File: config.mk
export PLATFORM = sky130hd
export DESIGN_NAME = perip_arbiter_flat
export DESIGN_NICKNAME = d
export VERILOG_FILES = /design/src/rtl/perip_arbiter_pkg.sv /design/src/rtl/perip_arbiter_if.sv /design/src/rtl/perip_arbiter_rr_arb2.sv /design/src/rtl/perip_arbiter.sv /design/src/flat_wrapper.sv
export SDC_FILE = /design/constraint.sdc
export NUM_CORES = 1
export LEC_CHECK = 0
export ABC_AREA = 1
export CORE_AREA = 2 2 123 125
export DETAILED_ROUTE_END_ITERATION = 10
export DIE_AREA = 0 0 125 127
export PLACE_DENSITY = 0.65
export SYNTH_ARGS = -nofsm -noshare
export SYNTH_HDL_FRONTEND = slang
export SYNTH_HIERARCHICAL = 1
export SYNTH_SLANG_ARGS = --single-unit
File: constraint.sdc
create_clock -name clk -period 2.54 [get_ports clk]
set_input_delay 0.381 -clock clk [delete_from_list [all_inputs] [get_ports clk]]
set_output_delay 0.381 -clock clk [all_outputs]
set_load 0.03 [all_outputs]
File: src/rtl/perip_arbiter_pkg.sv
// Shared definitions for the peripheral-bus arbiter and its round-robin helper.
package perip_arbiter_pkg;

    localparam int          RAM_MASK_WIDTH = 4;
    localparam logic [31:0] ERR_DATA_DEF   = 32'hDEAD_BEEF;

    typedef enum logic {
        IDLE = 1'b0,
        WAIT = 1'b1
    } state_t;

endpackage

File: src/rtl/perip_arbiter_if.sv
// Split req/addr_ok/data_ok handshake shared by requesters and the peripheral slave.
interface perip_arbiter_if #(
    parameter int MASK_W = perip_arbiter_pkg::RAM_MASK_WIDTH
);
    logic              req;
    logic              we;
    logic [31:0]       addr;
    logic [31:0]       wdata;
    logic [MASK_W-1:0] wem;
    logic              addr_ok;
    logic              data_ok;
    logic [31:0]       rdata;
    logic              err;

    // master issues requests; slave answers them
    modport master (
        output req, we, addr, wdata, wem,
        input  addr_ok, data_ok, rdata, err
    );
    modport slave (
        input  req, we, addr, wdata, wem,
        output addr_ok, data_ok, rdata, err
    );
endinterface

File: src/rtl/perip_arbiter_rr_arb2.sv
// Combinational 2-way round-robin grant: on a tie the requester that did not win last time wins.
module rr_arb2 (
    input  logic [1:0] req,
    input  logic       last_grant,
    output logic [1:0] gnt
);
    assign gnt[0] = req[0] & (~req[1] |  last_grant);
    assign gnt[1] = req[1] & (~req[0] | ~last_grant);
endmodule

File: src/rtl/perip_arbiter.sv
// Two-master to one-slave peripheral-bus arbiter with one outstanding transaction and a response timeout.
module perip_arbiter
    import perip_arbiter_pkg::*;
#(
    parameter int          MASK_W   = RAM_MASK_WIDTH,
    parameter int          TIMEOUT  = 16,
    parameter logic [31:0] ERR_DATA = ERR_DATA_DEF
) (
    input logic            clk,
    input logic            rst_n,
    perip_arbiter_if.slave  m0,
    perip_arbiter_if.slave  m1,
    perip_arbiter_if.master s
);
    state_t            state, state_n;
    logic              owner, owner_n;
    logic              last_grant, last_grant_n;
    logic [7:0]        cnt, cnt_n;
    logic [1:0]        req, gnt;
    logic [1:0]        addr_ok, data_ok, err;
    logic [31:0]       rsp_data;
    logic              s_req, s_we;
    logic [31:0]       s_addr, s_wdata;
    logic [MASK_W-1:0] s_wem;
    logic              unused_s_err;

    assign req          = {m1.req, m0.req};
    assign unused_s_err = s.err;

    rr_arb2 u_rr (
        .req        (req),
        .last_grant (last_grant),
        .gnt        (gnt)
    );

    always_ff @(posedge clk) begin
        if (!rst_n) begin
            state      <= IDLE;
            owner      <= 1'b0;
            last_grant <= 1'b1;
            cnt        <= 8'd0;
        end else begin
            state      <= state_n;
            owner      <= owner_n;
            last_grant <= last_grant_n;
            cnt        <= cnt_n;
        end
    end

    always_comb begin
        state_n      = state;
        owner_n      = owner;
        last_grant_n = last_grant;
        cnt_n        = cnt;
        s_req        = 1'b0;
        s_we         = 1'b0;
        s_addr       = 32'd0;
        s_wdata      = 32'd0;
        s_wem        = '0;
        addr_ok      = 2'b00;
        data_ok      = 2'b00;
        err          = 2'b00;
        rsp_data     = 32'd0;
        case (state)
            IDLE: begin
                if (|req) begin
                    s_req = 1'b1;
                    if (gnt[1]) begin
                        s_we = m1.we; s_addr = m1.addr; s_wdata = m1.wdata; s_wem = m1.wem;
                    end else begin
                        s_we = m0.we; s_addr = m0.addr; s_wdata = m0.wdata; s_wem = m0.wem;
                    end
                    addr_ok[gnt[1]] = s.addr_ok;
                    if (s.addr_ok) begin
                        state_n      = WAIT;
                        owner_n      = gnt[1];
                        last_grant_n = gnt[1];
                        cnt_n        = 8'd0;
                    end
                end
            end
            WAIT: begin
                // a real response beats a timeout landing in the same cycle
                if (s.data_ok) begin
                    data_ok[owner] = 1'b1;
                    rsp_data       = s.rdata;
                    state_n        = IDLE;
                end else if (cnt == 8'(TIMEOUT - 1)) begin
                    data_ok[owner] = 1'b1;
                    err[owner]     = 1'b1;
                    rsp_data       = ERR_DATA;
                    state_n        = IDLE;
                end else begin
                    cnt_n = cnt + 8'd1;
                end
            end
            default: state_n = IDLE;
        endcase
    end

    assign s.req      = s_req;
    assign s.we       = s_we;
    assign s.addr     = s_addr;
    assign s.wdata    = s_wdata;
    assign s.wem      = s_wem;

    assign m0.addr_ok = addr_ok[0];
    assign m0.data_ok = data_ok[0];
    assign m0.err     = err[0];
    assign m0.rdata   = data_ok[0] ? rsp_data : 32'd0;
    assign m1.addr_ok = addr_ok[1];
    assign m1.data_ok = data_ok[1];
    assign m1.err     = err[1];
    assign m1.rdata   = data_ok[1] ? rsp_data : 32'd0;
endmodule

File: src/flat_wrapper.sv
// flat-port wrapper written by rule: the top's interface ports become plain ports
module perip_arbiter_flat import perip_arbiter_pkg::*;
#(
    parameter int          MASK_W   = RAM_MASK_WIDTH,
    parameter int          TIMEOUT  = 16,
    parameter logic [31:0] ERR_DATA = ERR_DATA_DEF
)
  (clk, rst_n, m0_req, m0_we, m0_addr, m0_wdata, m0_wem, m0_addr_ok, m0_data_ok, m0_rdata, m0_err, m1_req, m1_we, m1_addr, m1_wdata, m1_wem, m1_addr_ok, m1_data_ok, m1_rdata, m1_err, s_req, s_we, s_addr, s_wdata, s_wem, s_addr_ok, s_data_ok, s_rdata, s_err);
  perip_arbiter_if #(.MASK_W(MASK_W)) m0_i ();
  perip_arbiter_if #(.MASK_W(MASK_W)) m1_i ();
  perip_arbiter_if #(.MASK_W(MASK_W)) s_i ();
  input logic clk;
  input logic rst_n;
  input wire logic [$bits(m0_i.req)-1:0] m0_req;
  input wire logic [$bits(m0_i.we)-1:0] m0_we;
  input wire logic [$bits(m0_i.addr)-1:0] m0_addr;
  input wire logic [$bits(m0_i.wdata)-1:0] m0_wdata;
  input wire logic [$bits(m0_i.wem)-1:0] m0_wem;
  output wire logic [$bits(m0_i.addr_ok)-1:0] m0_addr_ok;
  output wire logic [$bits(m0_i.data_ok)-1:0] m0_data_ok;
  output wire logic [$bits(m0_i.rdata)-1:0] m0_rdata;
  output wire logic [$bits(m0_i.err)-1:0] m0_err;
  input wire logic [$bits(m1_i.req)-1:0] m1_req;
  input wire logic [$bits(m1_i.we)-1:0] m1_we;
  input wire logic [$bits(m1_i.addr)-1:0] m1_addr;
  input wire logic [$bits(m1_i.wdata)-1:0] m1_wdata;
  input wire logic [$bits(m1_i.wem)-1:0] m1_wem;
  output wire logic [$bits(m1_i.addr_ok)-1:0] m1_addr_ok;
  output wire logic [$bits(m1_i.data_ok)-1:0] m1_data_ok;
  output wire logic [$bits(m1_i.rdata)-1:0] m1_rdata;
  output wire logic [$bits(m1_i.err)-1:0] m1_err;
  output wire logic [$bits(s_i.req)-1:0] s_req;
  output wire logic [$bits(s_i.we)-1:0] s_we;
  output wire logic [$bits(s_i.addr)-1:0] s_addr;
  output wire logic [$bits(s_i.wdata)-1:0] s_wdata;
  output wire logic [$bits(s_i.wem)-1:0] s_wem;
  input wire logic [$bits(s_i.addr_ok)-1:0] s_addr_ok;
  input wire logic [$bits(s_i.data_ok)-1:0] s_data_ok;
  input wire logic [$bits(s_i.rdata)-1:0] s_rdata;
  input wire logic [$bits(s_i.err)-1:0] s_err;
  assign m0_i.req = m0_req;
  assign m0_i.we = m0_we;
  assign m0_i.addr = m0_addr;
  assign m0_i.wdata = m0_wdata;
  assign m0_i.wem = m0_wem;
  assign m0_addr_ok = m0_i.addr_ok;
  assign m0_data_ok = m0_i.data_ok;
  assign m0_rdata = m0_i.rdata;
  assign m0_err = m0_i.err;
  assign m1_i.req = m1_req;
  assign m1_i.we = m1_we;
  assign m1_i.addr = m1_addr;
  assign m1_i.wdata = m1_wdata;
  assign m1_i.wem = m1_wem;
  assign m1_addr_ok = m1_i.addr_ok;
  assign m1_data_ok = m1_i.data_ok;
  assign m1_rdata = m1_i.rdata;
  assign m1_err = m1_i.err;
  assign s_req = s_i.req;
  assign s_we = s_i.we;
  assign s_addr = s_i.addr;
  assign s_wdata = s_i.wdata;
  assign s_wem = s_i.wem;
  assign s_i.addr_ok = s_addr_ok;
  assign s_i.data_ok = s_data_ok;
  assign s_i.rdata = s_rdata;
  assign s_i.err = s_err;
  perip_arbiter #(.MASK_W(MASK_W), .TIMEOUT(TIMEOUT), .ERR_DATA(ERR_DATA)) u_core (.clk(clk), .rst_n(rst_n), .m0(m0_i), .m1(m1_i), .s(s_i));
endmodule
==> metrics.md <==
| Metric | Value |
|---|---|
| Clock transition at path regs | `roughly 0.05 ns` |
| Clk buf depth | `2` |
| Post-layout nets | `~1100` |
| Hold-fix buffers, CTS | `0` |
| Area Overhead vs Synth | `125%` |
| Class of the worst hold path | `register to register` |
| Status | `complete, no violations` |
| Final Skew | `about 0.0032 ns` |
| Wire length on met2 | `6720 um` |
| Top Layer Used | `met4` |
| H-tree levels | `1` |
| Crit path DAT | `2.03 ns` |
| DP Cell Count | `1079` |
| Flip-flop and latch area | `220 um^2` |
| Post-Syn Instances | `598` |
| Area of the multi-input gates | `roughly 1800 um^2` |
| Setup violations, final | `0` |
| TritonRoute pass-1 iters | `4` |
| # port buffers | `between 300 and 400` |
| Iteration-0 DRC Markers | `around 110` |
| IR drop worst, VDD | `between 0.1 and 0.15 mV` |
| Vias per inst | `about 4.0` |
| Met1 wire length | `~5300 um` |
| Finished Cell Area | `~6000 um^2` |
| CTS buffer count | `3` |
| Row cnt | `44` |
| Crit share post-route | `approximately 95%` |
| Setup TNS | `0 ns` |
| Slew HR | `just under 80%` |
| Worst-path cell chain | `ha_2, nand2_2, nor2_2, nand3_2, nand2_4, nand3_4, buf_4, a21oi_1, buf_4` |
| Slew of the pin with the lowest slew margin | `roughly 0.34 ns` |
| DRC Markers | `0` |
| Fillers | `about 1600` |
| IO Pins | `317` |
| Die width | `approximately 130 um` |
| All-Layer GR Usage | `15.8%` |
| Worst path most repeated cell | `buf_4` |
| DRT antenna net count | `0` |
| Sink Count | `11` |
| CP Launch Type | `register` |
| Cell Pwr Density | `just over 300 nW/um^2` |
| CP required | `approximately 2.2 ns` |
| Max Clock Freq | `415 MHz` |
| Critical path endpoint category | `output pin` |
| Largest net degree at the start of global routing | `44` |
| Initial antenna violation count | `0` |
| Global placer's final weighted congestion | `about 0.83` |
| Synth Cell Area | `about 2700 um^2` |
| Hpwl dp | `around 11000 um` |
| Number of global-route vias before repair | `3978` |
| Critical path's largest stage delay | `between 0.3 and 0.4 ns` |
| Metal3 WL | `1360 um` |
| Post-synthesis area per instance | `4.46 um^2` |
| Most common cell after layout, fill and taps aside | `nand2_1` |
| Ratio of cells with drive above 1 in the final layout | `between 20% and 30%` |
| RSZ-0062 raised after global routing | `no` |
| Clock root cell | `clkbuf_16` |
| Max Slew Vio Count | `0` |
| Core area | `around 14000 um^2` |
| Syn Nets | `776` |
| Most frequent cells in the layout | `nand2_1, clkdlybuf4s50_1, buf_4` |
| CP max FO | `11` |
| TritonCTS clock tree | `yes` |
| Diode count | `0` |
| Max_cap viols | `0` |
| Final hold viol count | `0` |
| Crit-path slowest cell | `dfxtp_1` |
| Avg WL per Cell | `approximately 12 um` |
| Setup CP Type | `register to output pin` |
| Leakage power | `about 3.6 nW` |
| Die area | `around 16000 um^2` |
| Period minus WS final | `around 2.4 ns` |
| YS warnings | `6` |
| Worst-Skew Late Latency | `0.24 ns` |
| Final wirelength | `roughly 14000 um` |
| Initial core utilization | `roughly 18%` |
| Gr ovfl total | `0` |
| Hold_ws | `approximately 0.55 ns` |
| First-pass GRT wire length | `a little over 20000 um` |
| Post-route insts no fill | `approximately 1100` |
| Post-DP Area | `slightly below 6000 um^2` |
| Die height | `between 100 and 150 um` |
| Vias | `between 4000 and 5000` |
## layer usage
layer / up-vias / track usage, %
li1: 2364 / -
met1: 1787 / 17.9
met2: 214 / 28.9
met3: 14 / 4.82
met4: 0 / 4.05
met5: - / 0
## worst paths after layout
kind,startpoint,end,slack [ns],cells past startpoint
worst max-delay path,u_core/cnt[0]$_SDFFE_PN0P_,m1_rdata[18],0.13,9
worst min-delay path,u_core/last_grant$_SDFFE_PN1P_,u_core/last_grant$_SDFFE_PN1P_,0.55,2
worst min register to register,u_core/last_grant$_SDFFE_PN1P_,u_core/last_grant$_SDFFE_PN1P_,0.55,2
worst max register to register,u_core/state$_SDFF_PN0_,u_core/cnt[5]$_SDFFE_PN0P_,1.03,9
## per-stage QoR
| stage | setup slack (ns) | util, % | total power, mW |
|---|---|---|---|
| final | 0.128 | 41.6 | 1.84 |
| after global routing | 0.00589 | 41.6 | 1.96 |
| after CTS | 0.0474 | 41.1 | 1.84 |
| after detailed placement | 0.188 | 40.5 | 1.55 |
| after global placement | 0.207 | 40.5 | 1.54 |
| after floorplan | 0.465 | - | 0.869 |
## critical path, delay by kind of cell, from the launching register on
kind,cells,cell delay (ns)
DFF,1,0.38
buffers and inverters,2,0.41
adders and majority gates,1,0.23
and+or+nand+nor,5,0.57
AOI/OAI and AO/OA,1,0.18
## repair_timing
item | 4_1_cts | 5_1_grt
buffers inserted | 0 | 10
gates resized for setup | 0 | 1
endpoints found under the setup margin | 0 | 28
## registers in the layout (all words and copies together) (netlist names)
register and cells:
u_core/cnt 8, u_core/last_grant 1, u_core/owner 1, u_core/state 1
## power breakdown
| group | internal (mW) | switching [mW] | total [mW] |
|---|---|---|---|
| registers | 0.186 | 0.0131 | 0.199 |
| clock network | 0.212 | 0.0884 | 0.300 |
| logic | 0.613 | 0.725 | 1.34 |
## area by class of cell
cell class | instances | area share, %
clock buffer | 4 | 1.31
inverter | 121 | 7.56
multi-input combinational | 433 | 30.5
sequential | 11 | 3.67
tap | 184 | 3.83
timing repair buffer | 340 | 53.1
Note: power is estimated with default switching activity, not from simulation.
